$ cat src/rtl/vpu_frame_capture.sv
// rtl/vpu_frame_capture.sv - VPU pixel-stream sink that writes one frame into a framebuffer port
// Define VPU_CAP_CRC_EN to build the per-frame CRC-32 over written pixels; otherwise frame_crc is 0.
module vpu_frame_capture #(
    parameter int   H_ACTIVE    = 320,
    parameter int   V_ACTIVE    = 240,
    parameter int   H_START     = 16,
    parameter int   V_START     = 8,
    parameter logic SYNC_ACTIVE = 1'b0,
    parameter int   FB_ADDR_W   = 17
) (
    input  logic                 clk,
    input  logic                 rst,
    input  logic                 dot_clk,
    input  logic [31:0]          color,
    input  logic                 hsync,
    input  logic                 vsync,
    input  logic                 cap_start,
    input  logic                 cap_cont,
    input  logic                 cap_stop,
    output logic                 fb_en,
    output logic                 fb_we,
    output logic [FB_ADDR_W-1:0] fb_addr,
    output logic [31:0]          fb_din,
    output logic                 busy,
    output logic                 done,
    output logic                 err,
    output logic [15:0]          h_total,
    output logic [15:0]          v_total,
    output logic [31:0]          frame_crc
);
    localparam logic [15:0]          H_LO      = 16'(H_START);
    localparam logic [15:0]          H_HI      = 16'(H_START + H_ACTIVE);
    localparam logic [15:0]          V_LO      = 16'(V_START);
    localparam logic [15:0]          V_HI      = 16'(V_START + V_ACTIVE);
    localparam logic [23:0]          PIX_TOTAL = 24'(H_ACTIVE * V_ACTIVE);
    localparam logic [FB_ADDR_W-1:0] LINE_W    = FB_ADDR_W'(H_ACTIVE);

    typedef enum logic [1:0] {S_IDLE, S_WAIT_VSYNC, S_CAPTURE} state_t;
    state_t state, state_nx;

    logic                 dot_q, stb;
    logic                 s_vld, s_hs, s_vs, hs_prev, vs_prev;
    logic [31:0]          s_color;
    logic [15:0]          h_cnt, v_cnt, h_meas, v_meas;
    logic [23:0]          pix_cnt, pix_cnt_upd;
    logic                 hs_lead, vs_lead, active, pix_hit, wr;
    logic                 frame_end, start_arm;
    logic [FB_ADDR_W-1:0] pix_addr;

    // Sampled strobe data is staged one cycle so all position logic works off registered syncs.
    assign stb         = dot_clk & ~dot_q;
    assign hs_lead     = s_vld & s_hs & ~hs_prev;
    assign vs_lead     = s_vld & s_vs & ~vs_prev;
    assign active      = s_vld & ~s_hs & (h_cnt >= H_LO) & (h_cnt < H_HI)
                         & (v_cnt >= V_LO) & (v_cnt < V_HI);
    assign pix_hit     = (state == S_CAPTURE) & active & ~cap_stop;
    assign wr          = pix_hit & (pix_cnt < PIX_TOTAL);
    assign pix_cnt_upd = pix_cnt + {23'b0, pix_hit};
    assign pix_addr    = FB_ADDR_W'(v_cnt - V_LO) * LINE_W + FB_ADDR_W'(h_cnt - H_LO);
    assign busy        = (state != S_IDLE);
    assign fb_we       = fb_en;

    always_ff @(posedge clk or posedge rst) begin
        if (rst) state <= S_IDLE;
        else     state <= state_nx;
    end

    always_comb begin
        state_nx  = state;
        frame_end = 1'b0;
        start_arm = 1'b0;
        case (state)
            S_IDLE: if (cap_start) begin
                state_nx  = S_WAIT_VSYNC;
                start_arm = 1'b1;
            end
            S_WAIT_VSYNC: if (vs_lead) state_nx = S_CAPTURE;
            S_CAPTURE: if (vs_lead) begin
                frame_end = 1'b1;
                state_nx  = cap_cont ? S_CAPTURE : S_IDLE;
            end
            default: state_nx = S_IDLE;
        endcase
        if (cap_stop) begin
            state_nx  = S_IDLE;
            frame_end = 1'b0;
            start_arm = 1'b0;
        end
    end

    always_ff @(posedge clk or posedge rst) begin
        if (rst) begin
            dot_q   <= 1'b0;
            s_vld   <= 1'b0;
            s_hs    <= 1'b0;
            s_vs    <= 1'b0;
            s_color <= '0;
            hs_prev <= 1'b0;
            vs_prev <= 1'b0;
            h_cnt   <= '0;
            v_cnt   <= '0;
            h_meas  <= '0;
            v_meas  <= '0;
            h_total <= '0;
            v_total <= '0;
            pix_cnt <= '0;
            fb_en   <= 1'b0;
            fb_addr <= '0;
            fb_din  <= '0;
            done    <= 1'b0;
            err     <= 1'b0;
        end else begin
            dot_q <= dot_clk;
            s_vld <= stb;
            if (stb) begin
                s_color <= color;
                s_hs    <= (hsync == SYNC_ACTIVE);
                s_vs    <= (vsync == SYNC_ACTIVE);
            end
            if (s_vld) begin
                hs_prev <= s_hs;
                vs_prev <= s_vs;
                h_cnt   <= s_hs ? 16'd0 : h_cnt + 16'd1;
                if (s_vs)         v_cnt <= '0;
                else if (hs_lead) v_cnt <= v_cnt + 16'd1;
                // Totals count half-open intervals starting at each leading edge.
                h_meas <= hs_lead ? 16'd1 : h_meas + 16'd1;
                if (hs_lead) h_total <= h_meas;
                if (vs_lead) begin
                    v_total <= v_meas;
                    v_meas  <= {15'b0, hs_lead};
                end else begin
                    v_meas  <= v_meas + {15'b0, hs_lead};
                end
            end
            fb_en <= wr;
            if (wr) begin
                fb_addr <= pix_addr;
                fb_din  <= s_color;
            end
            done <= frame_end;
            if (start_arm) begin
                err     <= 1'b0;
                pix_cnt <= '0;
            end else if (frame_end) begin
                if (pix_cnt_upd != PIX_TOTAL) err <= 1'b1;
                pix_cnt <= '0;
            end else begin
                pix_cnt <= pix_cnt_upd;
            end
        end
    end

`ifdef VPU_CAP_CRC_EN
    // Reflected CRC-32, one 32-bit word per call, least significant byte first.
    function automatic logic [31:0] crc32_word(input logic [31:0] c, input logic [31:0] d);
        logic [31:0] r;
        r = c;
        for (int i = 0; i < 32; i++)
            r = (r >> 1) ^ ((r[0] ^ d[i]) ? 32'hEDB88320 : 32'h0);
        return r;
    endfunction

    logic [31:0] crc_acc, crc_upd;
    assign crc_upd = wr ? crc32_word(crc_acc, s_color) : crc_acc;

    always_ff @(posedge clk or posedge rst) begin
        if (rst) begin
            crc_acc   <= '1;
            frame_crc <= '0;
        end else if (start_arm) begin
            crc_acc   <= '1;
        end else if (frame_end) begin
            frame_crc <= ~crc_upd;
            crc_acc   <= '1;
        end else begin
            crc_acc   <= crc_upd;
        end
    end
`else
    assign frame_crc = 32'h0;
`endif

endmodule

$ cat config.mk
export PLATFORM = sky130hd
export DESIGN_NAME = vpu_frame_capture
export DESIGN_NICKNAME = d
export VERILOG_FILES = /design/src/rtl/vpu_frame_capture.sv
export SDC_FILE = /design/constraint.sdc
export NUM_CORES = 1
export LEC_CHECK = 0
export CORE_ASPECT_RATIO = 0.7
export CORE_MARGIN = 1
export CORE_UTILIZATION = 52
export CTS_CLUSTER_SIZE = 24
export DETAILED_ROUTE_END_ITERATION = 8
export PLACE_DENSITY = 0.77
export SKIP_CTS_REPAIR_TIMING = 1
export SLEW_MARGIN = 20
export SYNTH_ARGS = -nofsm -noshare
export SYNTH_HDL_FRONTEND = slang
export SYNTH_SLANG_ARGS = --single-unit
$ cat constraint.sdc
create_clock -name clk -period 9.9 [get_ports clk]
set_input_delay 1.98 -clock clk [delete_from_list [all_inputs] [get_ports clk]]
set_output_delay 1.98 -clock clk [all_outputs]
set_load 0.05 [all_outputs]
Word level (Yosys, flattened, before mapping):

Index checks and enable logic that the tools add are counted.

* bitwise operators: 20
* multiply operators: 1
* $lt $le $gt $ge: 5
* add/sub/neg operators: 8
* equal/unequal tests: 6
* multiplexer cells: 22
* reduce and logical (&&, ||, !) cells: 10

Operator list (count)
* 16-bit 2-to-1 mux: 5
* 16-bit by 1-bit adder with 16-bit output, second input constant: 3
* 24-bit 2-to-1 mux: 2
* 24-bit by 1-bit adder with 24-bit output: 1
* 24-bit by 17-bit < comparator with 1-bit output, second input constant: 1
* 24-bit by 17-bit inequality test with 1-bit output, second input constant: 1
* 17-bit adder: 1
* 17-bit by 3-bit multiplier with 11-bit output, second input constant: 1
* 16-bit by 4-bit subtractor with 17-bit output, second input constant: 1
* 16-bit by 5-bit subtractor with 17-bit output, second input constant: 1
* 16-bit by 1-bit adder with 16-bit output: 1
* 16-bit by 4-bit >= comparator with 1-bit output, second input constant: 1
* 16-bit by 5-bit >= comparator with 1-bit output, second input constant: 1
* 16-bit by 8-bit < comparator with 1-bit output, second input constant: 1
* 16-bit by 9-bit < comparator with 1-bit output, second input constant: 1
* 1-bit AND: 13
* 2-bit 2-to-1 mux: 5
* 1-bit 2-to-1 mux: 9
* 3-bit inequality test, second input constant: 3
* 2-bit AND reduction: 4
* 2-bit nonzero test: 4
* 1-bit inverter: 7
* 2-bit one-hot mux with 3 select lines: 1
* 3-bit AND reduction: 1
* other kinds (3): 3

* output and inout port bits: 118
* logic and storage cells: 92
* register bits: 212

Logic depth before layout (Yosys ltp):

* word-level depth: 13
* gate-level depth with buffers: 21

Worst setup path after synthesis:

OpenSTA, ideal clock, no wires.

* path kind: input-to-reg
* from: in cap_stop
* to: reg err
* cell stages on the path: 13
* slack: 5.240 ns
* path buffers: 1
* library setup time: 0.131 ns
* arrival: 4.529 ns
* required time: 9.769 ns
* cell sequence: nor2_1 > nand3_1 > a21o_1 > nor4_1 > ha_1 > ha_1 > nand3_1 > or4_1 > buf_2 > nor3_1 > a21oi_1 > nor4_1 > a31oi_1

* word-level cells in the longest chain between the ends: 6

RTL lines
* start, declared: line 19 `input logic cap_stop,`
* 1-bit inverter: line 56 `assign pix_hit = (state == S_CAPTURE) & active & ~cap_stop;`
* 1-bit AND: line 56
* 24-bit by 1-bit adder with 24-bit output: line 58 `assign pix_cnt_upd = pix_cnt + {23'b0, pix_hit};`
* 24-bit by 17-bit inequality test with 1-bit output: line 146 `if (pix_cnt_upd != PIX_TOTAL) err <= 1'b1;`
* 2-bit nonzero test (no line)
* 2-bit AND reduction (no line)
* end signal, assigned: line 111 `err <= 1'b0;`
* end signal, assigned: line 143 `err <= 1'b0;`
* end signal, assigned: line 146
* end, declared: line 26 `output logic err,`

Several ways; a longest one is shown, not always the timed one.
A chain may end at the register's enable or synchronous reset.

Final worst setup path:

Same ends and word-level chain as after synthesis.

==> flow_metrics.env <==
export IMPL_synth_flop_cell="sky130_fd_sc_hd__dfrtp_1"
export IMPL_synth_async_reset_ratio_pct=100
export IMPL_final_setup_skew_ns=0.0212
export IMPL_p_comb_share_pct=12.7
export IMPL_grt_pass1_wl_um=37500
export IMPL_flow_area_growth_from_synthesis_pct=19.1
export IMPL_core_region_area_mm2=0.0201
export IMPL_io_pin_count=158
export IMPL_mappedNetlistArea_mm2=0.0108
export IMPL_synth_lib_cells_used_distinct=65
export IMPL_max_vdd_ir_drop_v=0.000128
export IMPL_p_clk_share_pct=40.5
export IMPL_numPortBuffers=125
export IMPL_synth_enable_flop_cells=0
export IMPL_cts_buffers=22
export IMPL_ant_nets=0
export IMPL_worst_skew_pair_late_latency_ns=0.53
export IMPL_maximum_number_of_pins_on_one_net_before_global_route_repair=133
export IMPL_synth_top_area_cell="sky130_fd_sc_hd__dfrtp_1"
export IMPL_synth_cells=1044
export IMPL_final_antenna_diode_count=0
export IMPL_timing_max_slew_rel_slack_pct=30.3
export IMPL_detailed_place_hpwl_um=15900
export IMPL_worst_pin_slew_ns=1.04
export IMPL_switching_power_uw=556
export IMPL_avgSynthCellArea_um2=10.4
export IMPL_cellInternalPower_mw=1.49
export IMPL_fin_nets=1253
export IMPL_start_kind="input port"
export IMPL_initialDrtViolationCount=495
export IMPL_final_max_slew_viol_count=0
export IMPL_detailroute_via_count=7691
export IMPL_placedInstanceArea_mm2=0.0121
export IMPL_htree_num_levels=1
export IMPL_timing_critical_path_fanout_max=8
export IMPL_register_area_mm2=0.00531
export IMPL_worstSetupPathType="input port to register"
export IMPL_leakage_component_of_the_power_nw=5.93
export IMPL_timing_setup_tns_ns=0
export IMPL_cts_root_buffer_cell="sky130_fd_sc_hd__clkbuf_16"
export IMPL_share_of_layout_cells_above_drive_strength_1_pct=11.4
export IMPL_drt_total_wl_um=22800
export IMPL_clock_tree_buffer_depth=3
export IMPL_ys_warnings_count=0
export IMPL_tritoncts="done"
export IMPL_cap_violations=0
export IMPL_grt_usage_pct=21.8
export IMPL_detail_route_wl_per_cell_um=15.8
export IMPL_clkSlewWorstSetupHoldPaths_ns=0.06
export IMPL_tritoncts_num_sinks=212
export IMPL_finalCritPeriodShare_pct=52.2
export IMPL_worst_hold_path_type="register to register"
export IMPL_firstDrtPassIters=5
export IMPL_fp_dieW_um=174
export IMPL_cp_end_kind="register"
export IMPL_finalHoldViolations=0
export IMPL_num_rows=43
export IMPL_yosys_top_cell_area_share_pct=49.1
export IMPL_worst_ep_arrival_time_ns=5.56
export IMPL_floorplan_die_area_mm2=0.0214
export IMPL_seq_power_share_pct=46.8
export IMPL_num_fill_cells=1624
export IMPL_place_congestion=0.856
export IMPL_status="complete, no violations"
export IMPL_synth_sequential_area_ratio_pct=49.1
export IMPL_vias_per_cell=5.33
export IMPL_number_of_register_bits_inferred_by_synthesis=212
export IMPL_die_height_um=123
export IMPL_max_clock_freq_mhz=193
export IMPL_unrepaired_setup_endpoints_after_global_routing="no"
export IMPL_globalRouteOverflowTotal=0
export IMPL_final_cell_area_mm2=0.0129
export IMPL_crit_required_ns=10.29
export IMPL_yosys_top_cells_area="sky130_fd_sc_hd__dfrtp_1, sky130_fd_sc_hd__mux2_2, sky130_fd_sc_hd__ha_1, sky130_fd_sc_hd__nand2_1, sky130_fd_sc_hd__nor2_1"
export IMPL_finalSetupViolations=0
export IMPL_drc_violations_left=0
export IMPL_total_area_of_multi_input_combinational_cells_mm2=0.00497
export IMPL_number_of_global_route_vias_before_repair=7379
export IMPL_starting_density_of_the_core_pct=53.9
export IMPL_antenna_found_initial=0
export IMPL_fin_crit_ns=5.17
export IMPL_power_density_mw_per_mm2=159
export IMPL_final_standard_cell_utilization_of_the_core_pct=64.2
export IMPL_sw_share_pct=27.1
[through the flow]
step,setup WS (ns),hold WS [ns],power (mW),instances
after floorplan,2.13,0.448,1.16,1075
after global placement,4.31,0.459,1.22,1406
after detailed placement,4.19,0.461,1.23,1406
after CTS,4.74,0.477,2.07,1443
after global routing,4.30,0.513,2.13,1443
final,4.73,0.473,2.05,1443
[registers in the layout, indices dropped and copies added (netlist names), 17 cells and up]
register and count:
s_color 32, pix_cnt 24, fb_addr 17, fb_din 32
[power groups by stage]
stage	clock network (mW)	logic [mW]	registers, mW
6_report	0.830	0.260	0.958
5_1_grt	0.881	0.285	0.965
4_1_cts	0.847	0.262	0.958
3_5_place_dp	0	0.259	0.973
3_3_place_gp	0	0.253	0.971
2_1_floorplan	0	0.156	1.00
[synth_stat cells, types with 4 or more instances]
| master | count |
|---|---|
| sky130_fd_sc_hd__dfrtp_1 | 212 |
| sky130_fd_sc_hd__nand2_1 | 103 |
| sky130_fd_sc_hd__nor2_1 | 98 |
| sky130_fd_sc_hd__mux2_2 | 81 |
| sky130_fd_sc_hd__inv_1 | 63 |
| sky130_fd_sc_hd__ha_1 | 51 |
| sky130_fd_sc_hd__o21ai_0 | 46 |
| sky130_fd_sc_hd__xor2_1 | 42 |
| sky130_fd_sc_hd__xnor2_1 | 36 |
| sky130_fd_sc_hd__buf_4 | 35 |
| sky130_fd_sc_hd__a21oi_1 | 32 |
| sky130_fd_sc_hd__nand3_1 | 30 |
| sky130_fd_sc_hd__nand4_1 | 24 |
| sky130_fd_sc_hd__clkbuf_1 | 22 |
| sky130_fd_sc_hd__nor3_1 | 18 |
| sky130_fd_sc_hd__or3_1 | 16 |
| sky130_fd_sc_hd__nor4_1 | 15 |
| sky130_fd_sc_hd__nor2b_1 | 9 |
| sky130_fd_sc_hd__and3_1 | 8 |
| sky130_fd_sc_hd__mux2i_1 | 7 |
| sky130_fd_sc_hd__a31oi_1 | 6 |
| sky130_fd_sc_hd__nand2b_1 | 6 |
| sky130_fd_sc_hd__o21a_1 | 6 |
| sky130_fd_sc_hd__and4_1 | 5 |
| sky130_fd_sc_hd__buf_2 | 5 |
| sky130_fd_sc_hd__o31ai_1 | 5 |
| sky130_fd_sc_hd__a21o_1 | 4 |
| sky130_fd_sc_hd__buf_6 | 4 |
| sky130_fd_sc_hd__o211ai_1 | 4 |
| sky130_fd_sc_hd__o22ai_1 | 4 |
[worst paths after layout]
path	from	depth (start not counted)	to	slack, ns
max reg2reg	v_cnt[3]	18	fb_addr[16]	5.50
min in group asynchronous	rst	2	s_color[10]	2.03
min reg2reg	h_total[10]	2	h_total[10]	0.47
max	cap_stop	13	err	4.73
max in group asynchronous	rst	3	v_cnt[13]	6.56
min	h_total[10]	2	h_total[10]	0.47
[cell type report]
class                   instances  share of cell area [%]
well taps                     270                    2.62
multi-input cells             731                    38.6
clock buffers                  32                    5.03
repair buffers                130                    10.0
clock inverters                 5                   0.612
inverters                      63                    1.89
flip-flops and latches        212                    41.2
[logic make-up (layout without fill, tap and decap cells)]
group / Yosys count / after routing / synth area share [%]
adders and majority gates: 53 / 53 / 6.27
and+or+nand+nor: 354 / 354 / 15.8
AOI/OAI and AO/OA: 124 / 124 / 6.96
DFF: 212 / 212 / 49.1
muxes: 89 / 89 / 9.22
other: 1 / 32 / 0.0347
xor gates and xnor gates: 79 / 79 / 6.53
buffers and inverters: 132 / 230 / 6.13
[worst max-delay path, cell delays in order]
cell	delay, ns
sky130_fd_sc_hd__clkdlybuf4s50_1	0.49
sky130_fd_sc_hd__nor2_1	0.24
sky130_fd_sc_hd__nand3_1	0.15
sky130_fd_sc_hd__a21o_1	0.18
sky130_fd_sc_hd__nor4_1	0.32
sky130_fd_sc_hd__ha_1	0.33
sky130_fd_sc_hd__ha_1	0.34
sky130_fd_sc_hd__nand3_1	0.20
sky130_fd_sc_hd__or4_1	0.61
sky130_fd_sc_hd__nor3_1	0.27
sky130_fd_sc_hd__a21oi_1	0.08
sky130_fd_sc_hd__nor4_1	0.26
sky130_fd_sc_hd__a31oi_1	0.12
[placed cells by master, fill, tap and decap left out, types with 3 or more instances in the layout]
cell / netlist / layout
sky130_fd_sc_hd__a21o_1: 4 / 4
sky130_fd_sc_hd__a21oi_1: 32 / 32
sky130_fd_sc_hd__a31oi_1: 6 / 6
sky130_fd_sc_hd__and2_1: 3 / 3
sky130_fd_sc_hd__and3_1: 8 / 8
sky130_fd_sc_hd__and4_1: 5 / 5
sky130_fd_sc_hd__buf_4: 35 / 4
sky130_fd_sc_hd__clkbuf_1: 22 / 4
sky130_fd_sc_hd__clkbuf_16: 0 / 22
sky130_fd_sc_hd__clkbuf_8: 0 / 6
sky130_fd_sc_hd__clkdlybuf4s50_1: 0 / 125
sky130_fd_sc_hd__conb_1: 1 / 32
sky130_fd_sc_hd__dfrtp_1: 212 / 212
sky130_fd_sc_hd__ha_1: 51 / 51
sky130_fd_sc_hd__inv_1: 63 / 62
sky130_fd_sc_hd__mux2_2: 81 / 81
sky130_fd_sc_hd__mux2i_1: 7 / 7
sky130_fd_sc_hd__nand2_1: 103 / 103
sky130_fd_sc_hd__nand2b_1: 6 / 6
sky130_fd_sc_hd__nand3_1: 30 / 30
sky130_fd_sc_hd__nand4_1: 24 / 24
sky130_fd_sc_hd__nor2_1: 98 / 98
sky130_fd_sc_hd__nor2b_1: 9 / 8
sky130_fd_sc_hd__nor3_1: 18 / 17
sky130_fd_sc_hd__nor3b_1: 3 / 3
sky130_fd_sc_hd__nor4_1: 15 / 15
sky130_fd_sc_hd__o211ai_1: 4 / 4
sky130_fd_sc_hd__o21a_1: 6 / 6
sky130_fd_sc_hd__o21ai_0: 46 / 46
sky130_fd_sc_hd__o22ai_1: 4 / 4
sky130_fd_sc_hd__o31ai_1: 5 / 5
sky130_fd_sc_hd__or2_2: 3 / 3
sky130_fd_sc_hd__or3_1: 16 / 16
sky130_fd_sc_hd__xnor2_1: 36 / 36
sky130_fd_sc_hd__xor2_1: 42 / 42
[metal layers]
| layer | routed length [um] | up-vias | global-route usage, % | share of wire, % |
|---|---|---|---|---|
| met5 | 0 | - | 0 | 0 |
| met4 | 317 | 0 | 4.55 | 1.4 |
| met3 | 2020 | 28 | 7.53 | 8.9 |
| met2 | 9690 | 201 | 32.3 | 42 |
| met1 | 10800 | 3717 | 30.9 | 47 |
| li1 | - | 3745 | - | - |
Note: power is estimated with default switching activity, not from simulation.
